--- src/rtl/ahb_pkg.sv ---
// Shared AHB-lite encodings and helpers for the memory slave.
package ahb_pkg;

    localparam logic [1:0] HTRANS_IDLE   = 2'b00;
    localparam logic [1:0] HTRANS_BUSY   = 2'b01;
    localparam logic [1:0] HTRANS_NONSEQ = 2'b10;
    localparam logic [1:0] HTRANS_SEQ    = 2'b11;

    localparam logic HRESP_OKAY  = 1'b0;
    localparam logic HRESP_ERROR = 1'b1;

    localparam logic [2:0] HSIZE_BYTE = 3'b000;
    localparam logic [2:0] HSIZE_HALF = 3'b001;
    localparam logic [2:0] HSIZE_WORD = 3'b010;

    typedef enum logic [2:0] {
        ST_IDLE,
        ST_WAIT,
        ST_RESP,
        ST_ERR1,
        ST_ERR2
    } slave_state_e;

    // Little-endian byte-lane enables for a legal access of the given size.
    function automatic logic [3:0] byteEnable(input logic [2:0] size, input logic [1:0] lane);
        logic [3:0] be;
        be = 4'b0000;
        case (size)
            HSIZE_BYTE: be = 4'b0001 << lane;
            HSIZE_HALF: be = lane[1] ? 4'b1100 : 4'b0011;
            HSIZE_WORD: be = 4'b1111;
            default:    be = 4'b0000;
        endcase
        return be;
    endfunction

endpackage

--- src/rtl/ahb_slave_ram.sv ---
// Word-organised storage with byte-enable write and asynchronous read.
module ahb_slave_ram #(
    parameter int ADDR_W = 6
) (
    input  logic              clk_i,
    input  logic              we_i,
    input  logic [ADDR_W-1:0] addr_i,
    input  logic [3:0]        be_i,
    input  logic [31:0]       wdata_i,
    output logic [31:0]       rdata_o
);

    logic [31:0] mem_q [2**ADDR_W];

    // Update only the enabled byte lanes of the addressed word.
    always_ff @(posedge clk_i) begin
        if (we_i) begin
            for (int b = 0; b < 4; b++) begin
                if (be_i[b]) begin
                    mem_q[addr_i][8*b +: 8] <= wdata_i[8*b +: 8];
                end
            end
        end
    end

    assign rdata_o = mem_q[addr_i];

endmodule

--- src/rtl/ahb_slave_mem.sv ---
// AHB-lite memory slave: accept/legality check, wait-state FSM, lane logic.
module ahb_slave_mem
    import ahb_pkg::*;
#(
    parameter int ADDR_W      = 6,
    parameter int WAIT_STATES = 1
) (
    input  logic        Hclk,
    input  logic        Hresetn,
    input  logic        Hsel,
    input  logic [31:0] Haddr,
    input  logic        Hwrite,
    input  logic [2:0]  Hsize,
    input  logic [1:0]  Htrans,
    input  logic        Hready,
    input  logic [31:0] Hwdata,
    output logic        Hready_out,
    output logic        Hresp,
    output logic [31:0] Hrdata
);

    localparam logic [3:0] WAIT_LOAD = (WAIT_STATES > 0) ? 4'(WAIT_STATES - 1) : 4'd0;

    slave_state_e      state_q, state_d;
    logic [3:0]        cnt_q, cnt_d;
    logic [ADDR_W+1:0] addr_q;
    logic              write_q;
    logic [2:0]        size_q;
    logic [31:0]       hrdata_q;

    logic        accept;
    logic        legal;
    logic        ramWe;
    logic        readPhase;
    logic [31:0] ramRdata;
    logic        unusedTrans;

    assign unusedTrans = Htrans[0];

    assign accept = Hsel & Hready & Htrans[1] & Hready_out;

    assign legal = ((Haddr >> (ADDR_W + 2)) == 32'd0)
                 && (Hsize <= HSIZE_WORD)
                 && !((Hsize == HSIZE_HALF) && Haddr[0])
                 && !((Hsize == HSIZE_WORD) && (Haddr[1:0] != 2'b00));

    // Next-state and counter logic; RESP and ERR2 may take a pipelined accept.
    always_comb begin
        state_d = state_q;
        cnt_d   = cnt_q;
        case (state_q)
            ST_IDLE, ST_RESP, ST_ERR2: begin
                if (accept) begin
                    if (!legal) begin
                        state_d = ST_ERR1;
                    end else if (WAIT_STATES > 0) begin
                        state_d = ST_WAIT;
                        cnt_d   = WAIT_LOAD;
                    end else begin
                        state_d = ST_RESP;
                    end
                end else begin
                    state_d = ST_IDLE;
                end
            end
            ST_WAIT: begin
                if (cnt_q == 4'd0) begin
                    state_d = ST_RESP;
                end else begin
                    cnt_d = cnt_q - 4'd1;
                end
            end
            ST_ERR1: state_d = ST_ERR2;
            default: state_d = ST_IDLE;
        endcase
    end

    // State, counter and captured address/control registers.
    always_ff @(posedge Hclk or negedge Hresetn) begin
        if (!Hresetn) begin
            state_q <= ST_IDLE;
            cnt_q   <= 4'd0;
            addr_q  <= '0;
            write_q <= 1'b0;
            size_q  <= 3'b000;
        end else begin
            state_q <= state_d;
            cnt_q   <= cnt_d;
            if (accept) begin
                addr_q  <= Haddr[ADDR_W+1:0];
                write_q <= Hwrite;
                size_q  <= Hsize;
            end
        end
    end

    assign Hready_out = !((state_q == ST_WAIT) || (state_q == ST_ERR1));
    assign Hresp      = ((state_q == ST_ERR1) || (state_q == ST_ERR2)) ? HRESP_ERROR : HRESP_OKAY;

    assign ramWe     = (state_q == ST_RESP) && write_q;
    assign readPhase = (state_q == ST_RESP) && !write_q;

    ahb_slave_ram #(.ADDR_W(ADDR_W)) u_ram (
        .clk_i   (Hclk),
        .we_i    (ramWe),
        .addr_i  (addr_q[ADDR_W+1:2]),
        .be_i    (byteEnable(size_q, addr_q[1:0])),
        .wdata_i (Hwdata),
        .rdata_o (ramRdata)
    );

    // Read data is live during a read RESP cycle and held afterwards.
    always_ff @(posedge Hclk or negedge Hresetn) begin
        if (!Hresetn) begin
            hrdata_q <= 32'd0;
        end else if (readPhase) begin
            hrdata_q <= ramRdata;
        end
    end

    assign Hrdata = readPhase ? ramRdata : hrdata_q;

endmodule

--- config.mk ---
export PLATFORM = sky130hd
export DESIGN_NAME = ahb_slave_mem
export DESIGN_NICKNAME = d
export VERILOG_FILES = /design/src/rtl/ahb_pkg.sv /design/src/rtl/ahb_slave_ram.sv /design/src/rtl/ahb_slave_mem.sv
export SDC_FILE = /design/constraint.sdc
export NUM_CORES = 2
export LEC_CHECK = 0
export CAP_MARGIN = 40
export CORE_MARGIN = 4
export CORE_UTILIZATION = 25
export CTS_BUF_LIST = sky130_fd_sc_hd__clkbuf_8 sky130_fd_sc_hd__clkbuf_16
export CTS_CLUSTER_DIAMETER = 100
export DETAILED_ROUTE_END_ITERATION = 12
export HOLD_SLACK_MARGIN = 0.1
export MAX_ROUTING_LAYER = met4
export REMOVE_ABC_BUFFERS = 1
export SLEW_MARGIN = 15
export SYNTH_ARGS = -nofsm -noshare
export SYNTH_HDL_FRONTEND = slang
export SYNTH_HIERARCHICAL = 1
export SYNTH_SLANG_ARGS = --single-unit
--- constraint.sdc ---
create_clock -name Hclk -period 2.8 [get_ports Hclk]
set_input_delay 0.56 -clock Hclk [delete_from_list [all_inputs] [get_ports Hclk]]
set_output_delay 0.56 -clock Hclk [all_outputs]
set_load 0.01 [all_outputs]
* Word level (Yosys, flattened, before mapping) *
Memory sizes are Yosys's and may differ from the RTL's.
Index checks and enable logic that the tools add are counted.

storage, ports and cells
  bits in registers = 51
  RAM bits = 2048
  bits of input ports = 74
  output and inout port bits = 34
  word-level logic and storage cells = 70
  memories = 1

memory list
  memory       words  bits a word  rd ports  clocked after Yosys merged registers in  write ports  line                 text
  u_ram.mem_q  64     32           1         0                                        1            ahb_slave_ram.sv:13  logic [31:0] mem_q [2**ADDR_W];

operators by class
  $add $sub $neg = 1
  magnitude comparators = 1
  equal/unequal tests = 12
  shifts and indexed selects = 1
  mux-type cells = 24
  bitwise operators = 3
  reductions and logical operators = 21

operators by type and width
  kind                                                             number
  zero test 32 bit                                                 1
  two-way mux 32 bit                                               1
  two-way mux 4 bit                                                4
  two-way mux 1 bit                                                13
  == test 3 x 2 -> 1 bit (second input constant)                   4
  one-hot mux 4 bit (3 select lines)                               1
  == test 3 x 1 -> 1 bit (second input constant)                   3
  one-hot mux 3 bit (3 select lines)                               1
  != test 2 bit (second input constant)                            4
  one-hot mux 4 bit (2 select lines)                               1
  logical AND 1 bit                                                7
  zero test 3 bit                                                  2
  two-way mux 3 bit                                                2
  zero test 1 bit                                                  4
  zero test 4 bit                                                  1
  AND reduction 4 bit                                              1
  nonzero test 2 bit                                               2
  << shifter 1 x 2 -> 4 bit (first input constant)                 1
  subtractor 4 x 1 -> 4 bit (second input constant)                1
  AND 1 bit                                                        3
  == test 3 bit (second input constant)                            1
  less-or-equal comparator 3 x 2 -> 1 bit (second input constant)  1
  OR reduction 3 bit                                               1
  logical OR 1 bit                                                 2
  two-way mux 2 bit                                                1

* Logic depth before layout (Yosys ltp) *
  word-level depth = 8
  mapped depth = 12
  gate-level depth less buffers = 7

* Hierarchy *
Netlist, hierarchy kept.

by module, submodules not included
  module         instances  cells an instance  area an instance (um^2)  sequential area each (um^2)
  ahb_slave_ram  1          4614               78407.7                  61499.0
  ahb_slave_mem  1          160                2179.6                   1276.2

* Least setup slack after synthesis *
OpenSTA, ideal clock, no wires.

  kind = register -> output
  start = reg addr_q[3]
  end = out Hrdata[16]
  arrival time = 2435 ps
  required time = 2240 ps
  setup slack = -195 ps
  stages on the path, launching flop included = 9
  path buffers = 3
  path through = dfrtp_1 > buf_6 > buf_2 > buf_1 > mux2_2 > a221oi_1 > o22ai_1 > a211o_1 > mux2_1

on the way
  longest elaborated chain between the ends = 2

ends and longest elaborated chain
  element                    line                 text
  start, declared            ahb_slave_mem.sv:26  logic [ADDR_W+1:0] addr_q;
  start signal, assigned     ahb_slave_mem.sv:90  addr_q <= Haddr[ADDR_W+1:0];
  memory read (64 x 32 bit)  -
  named net ramRdata[16]     ahb_slave_mem.sv:35  logic [31:0] ramRdata;
  two-way mux 32 bit         -
  end, declared              ahb_slave_mem.sv:19  output logic [31:0] Hrdata

The timed path passes the listed nets, and every way through them passes these cells.

* Worst setup path in the final report *
  start = reg addr_q[4]
  end = out Hrdata[1]

Same word-level chain as after synthesis.

==> results.cfg <==
[place]
dpl.cell_count = 9884
io_buffer_count = 106
placed_cell_area_mm2 = 0.09513
hpwl_mm = 179.7
gp_congestion = 0.8974

[clock_network]
clk-insertion-delay-late_ns = 0.90
clkTransAtPathRegs_ns = 0.06
cts_max_level = 4
cts_tree = done
cts_num_sinks = 2099
clockBufferDepth = 4
cts_buffers = 219
cts_root_buffer = clkbuf_16

[worst_setup_path]
r2r_cells = 14
critPathLaunchType = flop
end_kind = output port
cp.required_ns = 2.24
cp_max_fo = 6
critical_path_class = flop to output port
arrival_ns = 3.90

[synth]
yosysMostFrequentCell = edfxtp_1
yosysTopAreaCell = edfxtp_1
ys.flop_type = edfxtp_1
synthTopCellsByArea = edfxtp_1 76%, a221oi_1 5.4%, a22oi_1 2.7%, nor2_1 2.4%, dfrtp_1 1.6%
ys_ff_latch = 2099
yosysTopAreaCellShare_pct = 76.31
syn_avg_cell_area_um2 = 16.88
synth-seq-area-share_pct = 77.90
async_reset_ff_share_pct = 2.430
synth_cells = 4774
yosysUniqueCellTypes = 62
synth_edf_count = 2048
synth_area_mm2 = 0.08059
yosys-top-cells-count = 2048 x edfxtp_1, 516 x nor2_1, 493 x a221oi_1
ys_warn_count = 6

[grt]
grt_max_degree = 65
grt_pass1_wl_mm = 395.0
gr-total-overflow = 0
antenna_found_initial = 32
grt_pass1_vias = 52440
grt_use_total_pct = 16.77

[timing]
fin_crit_sh_pct = 159.2
period_needed_ns = 4.457
final-hold-violation-count = 0
rsz0062_at_grt = true
fin_ws_ns = -1.657
slew_headroom_pct = 41.94
worst_pin_slew_ns = 0.8709
timing.fmax_mhz = 224.3
setup_viol = 63
slew_violations = 0
fin_worst_skew_ns = 0.07334

[detailed_routing]
drt.antenna.violating_nets = 0
vias = 54590
remaining_drc_errors = 0
finalWirelength_mm = 290.8
first_pass_iters = 6
drt-initial-drc-count = 7946
viasPerCell = 5.192
wl_per_cell_um = 27.66

[final_layout]
final-seq-area_mm2 = 0.06279
area_growth_pct = 35.03
final_cells = 10510
num-fill-cells = 30060
final_cell_area_mm2 = 0.1088
drive_gt1_share_pct = 37.45
multiInputGateArea_mm2 = 0.01944
layout.nets = 6092

[job]
max-cap-violations = 0

[floorplanning]
row_count = 208
start_util_pct = 25.11
die_x_um = 575.8
coreArea_mm2 = 0.3209
num_io_pins = 108
die_h_um = 575.8
die-area_mm2 = 0.3315

[hold_path]
hold_path.class = primary input to flop
holdPathStages = 1

[power]
power-per-cell-area_mw_per_mm2 = 788.9
vdd_drop_max_mv = 0.5596
p_leak_nw = 36.30

[status]
violations = setup timing
status = finished, violations left
[layer usage]
metal,global-route usage (%),up-vias,wire length (um)
met1,22.53,28020,112600
met2,25.38,3726,131300
met4,5.281,0,11210
met3,3.556,604,35710
met5,-,-,0
li1,-,22240,-
[worst max-delay path, cell delays in order (launching register included)]
cell and delay [ns]:
dfrtp_4 0.53, buf_6 0.15, and2_4 0.17, buf_12 0.17, buf_16 0.16, a221oi_2 0.26, nor2_1 0.10, o21ai_2 0.21
buf_4 0.16, nand4_1 0.16, or4_4 0.51, mux2_4 0.29, buf_6 0.12
[cells by family after synthesis]
kind of cell    synth area share (%)
buf+inv                        2.175
mux                            3.965
simple gates                   4.319
compound gates                 11.59
flops                          77.90
fa+ha+maj                    0.03105
xor+xnor                     0.02174
[layout by cell type, fill, tap and decap left out, types with 84 or more instances in the layout]
cell	instances
edfxtp_1	2048
buf_4	958
nor2_1	487
a221oi_1	280
clkbuf_16	241
a22oi_1	236
a221oi_2	168
buf_12	164
o22ai_1	114
buf_6	111
mux2i_1	89
mux2_2	84
[cell type report]
type                       count  area share, %
antenna                       19        0.04369
clock inverter               173          1.220
sequential                  2099          57.70
multi-input combinational   2292          17.87
inverter                       8        0.06554
clock buffer                 222          5.105
tap                         4305          4.950
timing repair buffer        1396          13.05
[registers in the layout (all words and copies together) (netlist names)]
name / count
cnt_q: 4
u_ram/mem_q: 2048
state_q: 3
hrdata_q: 32
size_q: 3
write_q: 1
addr_q: 8
[worst paths after layout]
kind | from | endpoint | slack, ns
setup / recovery | addr_q[4]$_DFFE_PN0P_ | Hrdata[1] | -1.66
hold / removal | Hwdata[25] | u_ram/mem_q[57][25]$_DFFE_PP_ | 0.16
setup reg to reg | addr_q[3]$_DFFE_PN0P_ | hrdata_q[27]$_DFF_PN0_ | -0.36
hold reg to reg | hrdata_q[21]$_DFF_PN0_ | hrdata_q[21]$_DFF_PN0_ | 0.49
max in group asynchronous | Hresetn | hrdata_q[27]$_DFF_PN0_ | 1.84
min in group asynchronous | Hresetn | hrdata_q[12]$_DFF_PN0_ | 0.28
[power by group]
group	leakage (nW)	internal, mW	switching, mW
sequential	19.0	34.8	0.141
combinational	13.7	9.89	12.8
clock	3.56	16.0	12.2
[timing repair]
| item | in CTS | in global routing |
|---|---|---|
| setup endpoints to repair | 89 | 167 |
| gates cloned | 24 | 21 |
| hold buffers | 4 | 0 |
| resized for setup | 636 | 377 |
| setup buffers | 108 | 81 |
| hold endpoints to repair | 47 | 0 |
| pin swaps | 170 | 191 |
[through the flow]
stage	TNS, ns	setup slack (ns)	hold slack [ns]	total power [mW]	utilization [%]
after floorplan	-	-16.06	0.2644	43.13	-
after global placement	-47.50	-1.565	0.4673	52.58	29.65
after detailed placement	-48.50	-1.535	0.4688	52.68	29.65
after CTS	-54.82	-1.748	0.1324	83.57	32.96
after global routing	-60.16	-1.759	0.1478	88.24	33.91
final	-55.98	-1.657	0.1616	85.85	33.91
Note: power is estimated with default switching activity, not from simulation.
